<file path="config.mk">
export PLATFORM = sky130hd
export DESIGN_NAME = usb_out_arbiter
export DESIGN_NICKNAME = d
export VERILOG_FILES = /design/src/rtl/usb_out_arbiter.sv
export SDC_FILE = /design/constraint.sdc
export NUM_CORES = 1
export LEC_CHECK = 0
export ABC_AREA = 0
export CAP_MARGIN = 5
export CORE_UTILIZATION = 35
export CTS_CLUSTER_DIAMETER = 60
export CTS_CLUSTER_SIZE = 16
export DETAILED_ROUTE_END_ITERATION = 16
export PLACE_DENSITY = 0.8
export SLEW_MARGIN = 20
export SYNTH_ARGS = -nofsm -noshare
export SYNTH_HDL_FRONTEND = slang
export SYNTH_SLANG_ARGS = --single-unit
</file>
<file path="constraint.sdc">
create_clock -name ifclk -period 1.7 [get_ports ifclk]
set_input_delay 0.34 -clock ifclk [delete_from_list [all_inputs] [get_ports ifclk]]
set_output_delay 0.34 -clock ifclk [all_outputs]
set_load 0.1 [all_outputs]
</file>
<file path="src/rtl/usb_out_arbiter.sv">
// Round-robin burst arbiter: four 16-bit sources share one ezusb_io output stream.
// Every burst is preceded by a header word {HDR_TAG, 6'd0, channel}.
module usb_out_arbiter #(
  parameter int         MAX_BURST = 256,
  parameter logic [7:0] HDR_TAG   = 8'hA5
) (
  input  logic        ifclk,
  input  logic        reset_n,
  input  logic [63:0] src_data,
  input  logic [3:0]  src_valid,
  input  logic [3:0]  src_last,
  output logic [3:0]  src_ready,
  input  logic [3:0]  ch_enable,
  output logic [15:0] DI,
  output logic        DI_valid,
  input  logic        DI_ready,
  output logic        busy,
  output logic [1:0]  cur_ch,
  output logic        burst_done
);

  localparam int CW = $clog2(MAX_BURST + 1);

  typedef enum logic {IDLE, DATA} state_t;

  state_t        state;
  logic [1:0]    rr_ptr;
  logic [CW-1:0] cnt;

  logic          slot_free;
  logic [3:0]    req;
  logic          grant_any;
  logic [1:0]    grant_ch;
  logic [1:0]    idx;
  logic [15:0]   cur_data;
  logic          cur_valid;
  logic          cur_last;
  logic          accept;
  logic          burst_end;

  assign slot_free = !DI_valid || DI_ready;
  assign req       = src_valid & ch_enable;
  assign busy      = (state == DATA);

  assign cur_data  = src_data[{cur_ch, 4'b0000} +: 16];
  assign cur_valid = src_valid[cur_ch];
  assign cur_last  = src_last[cur_ch];

  // Only the granted channel ever sees ready, and only while the output slot can take a word.
  genvar gi;
  generate
    for (gi = 0; gi < 4; gi++) begin : g_ready
      assign src_ready[gi] = (state == DATA) && (cur_ch == 2'(gi)) && slot_free;
    end
  endgenerate

  assign accept     = (state == DATA) && cur_valid && slot_free;
  assign burst_end  = accept && (cur_last || (cnt == CW'(MAX_BURST - 1)));
  assign burst_done = burst_end;

  // Search starts just after the last granted channel; i=4 wraps back to rr_ptr itself.
  always_comb begin
    grant_any = 1'b0;
    grant_ch  = rr_ptr;
    idx       = rr_ptr;
    for (int i = 1; i <= 4; i++) begin
      idx = rr_ptr + 2'(i);
      if (!grant_any && req[idx]) begin
        grant_any = 1'b1;
        grant_ch  = idx;
      end
    end
  end

  always_ff @(posedge ifclk or negedge reset_n) begin
    if (!reset_n) begin
      state    <= IDLE;
      DI       <= 16'h0000;
      DI_valid <= 1'b0;
      cur_ch   <= 2'd0;
      rr_ptr   <= 2'd3;
      cnt      <= '0;
    end else begin
      case (state)
        IDLE: begin
          if (grant_any && slot_free) begin
            DI       <= {HDR_TAG, 6'd0, grant_ch};
            DI_valid <= 1'b1;
            cur_ch   <= grant_ch;
            rr_ptr   <= grant_ch;
            cnt      <= '0;
            state    <= DATA;
          end else if (slot_free) begin
            DI_valid <= 1'b0;
          end
        end
        DATA: begin
          if (accept) begin
            DI       <= cur_data;
            DI_valid <= 1'b1;
            cnt      <= cnt + 1'b1;
            if (burst_end) begin
              state <= IDLE;
            end
          end else if (slot_free) begin
            DI_valid <= 1'b0;
          end
        end
      endcase
    end
  end

endmodule

</file>
# Yosys cells after proc, flatten, opt, wreduce, memory -nomap -nowiden
# Cells that the tools add are included.
# word_totals
out_inout_bits	25
word_cells	82
reg_bits	31
in_bits	79
# op_classes
bitwise	2
reduce_logical	24
add_sub_neg	4
shift	1
mux	34
eq_ne	6
magnitude_cmp	5
# op_table
cell	count
variable part select 64 x 7 -> 16 bit	1
2-to-1 mux 16 bit	2
case mux 16 bit (2 select lines)	1
2-to-1 mux 9 bit	2
case mux 9 bit (2 select lines)	1
2-to-1 mux 1 bit	16
logical AND 1 bit	15
< comparator 2 x 3 -> 1 bit, second input constant	5
binary-select mux 1 bit (select 2 bit)	6
adder 9 x 1 -> 9 bit, second input constant	1
== test 9 x 8 -> 1 bit, second input constant	1
2-to-1 mux 2 bit	4
adder 2 bit, second input constant	2
AND 4 bit	1
== test 2 bit, second input constant	2
zero test 1 bit	4
case mux 1 bit (2 select lines)	2
AND reduction 2 bit	2
adder 2 x 1 -> 2 bit, second input constant	1
== test 2 x 1 -> 1 bit, second input constant	1
zero test 2 bit	1
logical OR 1 bit	2
inequality test 2 x 1 -> 1 bit, second input constant	1
inequality test 2 bit, second input constant	1
inverter 1 bit	1

# Logic depth before layout (Yosys ltp)
# depth
depth_word	16
mapped_depth	8
depth_no_buf	7

# Worst setup path before layout
# OpenSTA, ideal clock, no wires.
# synth_path
path_type	reg-to-output
startpoint	reg cur_ch[0]
endpoint	out src_ready[1]
slack_ps	-2511
required_ps	1360
n_path_buf	2
path_stages_with_launch	4
t_arrival_ps	3871
path_cell_list	dfrtp_1 > buf_2 > buf_1 > nor3b_1
# synth_via
elab_chain_len	3
# synth_lines
element	line_no	source
from (decl)	18	output logic [1:0] cur_ch,
from (signal assigned)	89	cur_ch <= grant_ch;
== test 2 x 1 -> 1 bit	53	assign src_ready[gi] = (state == DATA) && (cur_ch == 2'(gi)) && slot_free;
logical AND 1 bit (2 in a row)	53	
to (decl)	12	output logic [3:0] src_ready,
# No other way between the ends.

# Worst setup path in the final report
# layout_path
startpoint	reg cur_ch[1]
endpoint	out burst_done
# layout_via
elab_chain_len	5
elab_cells_between_ends	8
cone_classes	mux (4); reduce/logical (4)
# layout_lines
element	line_no	source
binary-select mux 1 bit (select 2 bit)	46	assign cur_valid = src_valid[cur_ch];
2-to-1 mux 1 bit (implied by the code)	46	
logical AND 1 bit (2 in a row)	57	assign accept = (state == DATA) && cur_valid && slot_free;
logical AND 1 bit (*)	58	assign burst_end = accept && (cur_last || (cnt == CW'(MAX_BURST - 1)));
to (decl)	19	output logic burst_done
# Every way passes the cells marked *; elsewhere a longest branch is shown, timed or not. The select of a mux whose other input is x is not followed.

==> results.yml <==
final_layout:
  final_common_cell: "clkdlybuf4s50_1"
  layout.nets: 399
  layout_common_cells: "74 x clkdlybuf4s50_1, 30 x nand2_1, 29 x buf_4"
  drive_above_1_share_pct: 37.3
  seq_area_um2: 791
  instances_no_fill: 389
  diodes: 0
  multi_input_area_um2: 1220
  design_area_um2: 3820
  final_core_util_pct: 73.8
  fillCellCount: 353
  syn_to_final_growth_pct: 100
detailed_routing:
  viasPerCell: 5.22
  dr.first_iter.drc_count: 106
  firstDrtPassIters: 4
  route.detailed.drc: 0
  postRouteAntennaNets: 0
  vias: 2029
  drt-wirelength-per-cell_um: 17.1
  wirelength_um: 6660
place:
  place_inst: 369
  dpl_cell_area_um2: 3500
  io_buffers: 103
  place_congestion: 0.790
  dp_hpwl_um: 4640
power:
  p_seq_share_pct: 18.5
  peakVddDrop_mv: 1.50
  p_comb_share_pct: 73.5
  switching_share_pct: 50.8
  p_sw_uw: 3710
  p_int_uw: 3600
  p_per_area_nw_per_um2: 1910
  power_leakage_uw: 0.00163
  p_clk_share_pct: 8.0
timing:
  skew_ps: 5.27
  rsz0062_at_grt: "yes"
  worst_pin_slew_ps: 402
  fin_ws_ps: -280
  max_freq_mhz: 505
  fin_crit_ps: 1980
  hold_viol_final: 0
  finalCritPeriodShare_pct: 116
  slew-limit-headroom_pct: 73.2
  setup-violations-final: 7
  final_max_slew_viol_count: 0
floorplan:
  die_h_um: 75.8
  row_count: 26
  die_area_um2: 5750
  ios: 104
  fp.coreArea_um2: 5170
  die_x_um: 75.8
  start_util_pct: 36.9
setup_path:
  cp_max_fo: 2
  rrSetupSlack_ps: -50
  cp_slowest_cell: "mux4_2"
  critPathRequiredTime_ps: 1360
  cp_data_arrival_time_ps: 1640
  max_stage_delay_ps: 560
  startpoint_type: "register"
  crit_path_end_kind: "primary output"
  crit_type: "register to primary output"
  path_cells: "mux4_2, nand3_4, nor2_4, buf_12"
grt:
  grt-ovfl-total: 0
  antenna_found_initial: 0
  grt_pass1_vias: 2071
  track_usage_pct: 22.6
  grt_max_degree: 32
  grt_pass1_wl_um: 9460
synth:
  synth_nets: 263
  netlist-cell-type-count: 39
  synth-seq-cells: 31
  ys_seq_area_share_pct: 40.8
  avgSynthCellArea_um2: 10.5
  syn_inst: 182
  synth_warnings: 0
  synth_ff_type: "dfrtp_1"
  synth_edf_count: 0
  yosysTopAreaCell: "dfrtp_1"
  synthArstFlopShare_pct: 100
  synth_top_area_share_pct: 38.1
  syn_area_um2: 1910
  synth.area.top_cells: "dfrtp_1 38%, mux4_2 21%, nand2_1 6.7%"
cts:
  ctsLongestPathBuffers: 2
  hold_buffers: 0
  cts.sinks: 31
  cts_tree: "yes"
  cts_made_buffers: 5
  insertion_delay_ps: 290
  htree_levels: 2
  cts_root_buffer: "clkbuf_8"
  clk_pin_slew_ps: 70
outcome:
  outcome: "finished, violations left"
  violations: "setup timing"
worst_hold_path:
  worstHoldPathType: "primary input to async pin"
flow_run:
  drv_cap: 0
[worst max-delay path, delay by kind of cell, from the launching register on]
kind,cells,cell delay [ps]
buffers and inverters,1,160
DFF,1,440
muxes,1,560
and+or+nand+nor,2,190
[cell type report]
cell class / instances / share of cell area (%)
Timing Repair Buffer: 141 / 42.2
Tap cell: 70 / 2.29
Multi-Input combinational cell: 133 / 31.9
Clock inverter: 2 / 0.328
Sequential cell: 31 / 20.7
Clock buffer: 6 / 1.90
Inverter: 6 / 0.590
[per-stage QoR]
stage               setup slack, ps  hold slack, ps  setup TNS (ps)  total power (uW)
global placement               -370             458           -8130              6220
floorplan                      -520            44.4           -6260              4610
CTS                            -271             467            -820              7090
finish                         -280             448            -770              7310
global route                   -314             479           -1440              7610
detailed placement             -433             475           -9500              6310
[power groups by stage]
stage	clock (uW)	combinational (uW)	sequential, uW
after CTS	585	5160	1340
after detailed placement	0	4960	1350
after floorplan	0	2060	2550
after global routing	623	5600	1390
after global placement	0	4880	1340
final	583	5370	1350
[what timing repair did]
action	4_1_cts	5_1_grt
gates cloned	0	1
setup endpoints to repair	12	31
resized for setup	19	17
pin swaps	6	16
buffers inserted	6	5
[flip-flops by register name, summed over array words and instances, names as in the netlist]
register and cells:
cnt 9, DI 16, busy 1, cur_ch 2, rr_ptr 2, DI_valid 1
[metal layers]
metal	wire [um]	GRT usage [%]	vias up
li1	-	-	943
met1	2570	26.9	985
met2	3530	39.3	92
met3	465	7.01	9
met4	100	6.17	0
met5	0	0	-
[cell families (layout without fill, tap and decap cells)]
logic type                 count (synthesis)  count (layout)  synth area share, %
AOI/OAI and AO/OA                         27              27                 9.84
xor gates and xnor gates                   3               3                 1.38
adders and majority gates                  2               2                 1.31
buffers and inverters                     19             155                 4.79
DFF                                       31              31                 40.8
muxes                                     18              18                 21.3
and+or+nand+nor                           82              83                 20.6
[cell usage after synthesis (2+ instances only)]
cell      number
a21o_1         2
a21oi_1        3
a31oi_1        4
and2_1         2
buf_1          2
buf_2          4
buf_6          2
clkbuf_1       5
dfrtp_1       29
dfstp_2        2
ha_1           2
inv_1          6
mux4_2        18
nand2_1       34
nand3_1       17
nand4_1        4
nor2_1        14
nor3_1         2
nor3b_1        2
o211ai_1       2
o21ai_0        7
xor2_1         2
[final timing paths]
kind | end | cells after the start | startpoint
hold reg to reg | DI[4] | 2 | DI[4]
hold / removal | cnt[3] | 2 | reset_n
min in group ifclk | DI[4] | 2 | DI[4]
max in group asynchronous | rr_ptr[0] | 2 | reset_n
setup / recovery | burst_done | 4 | cur_ch[1]
setup reg to reg | cnt[7] | 7 | cur_ch[1]
Note: power is estimated with default switching activity, not from simulation.
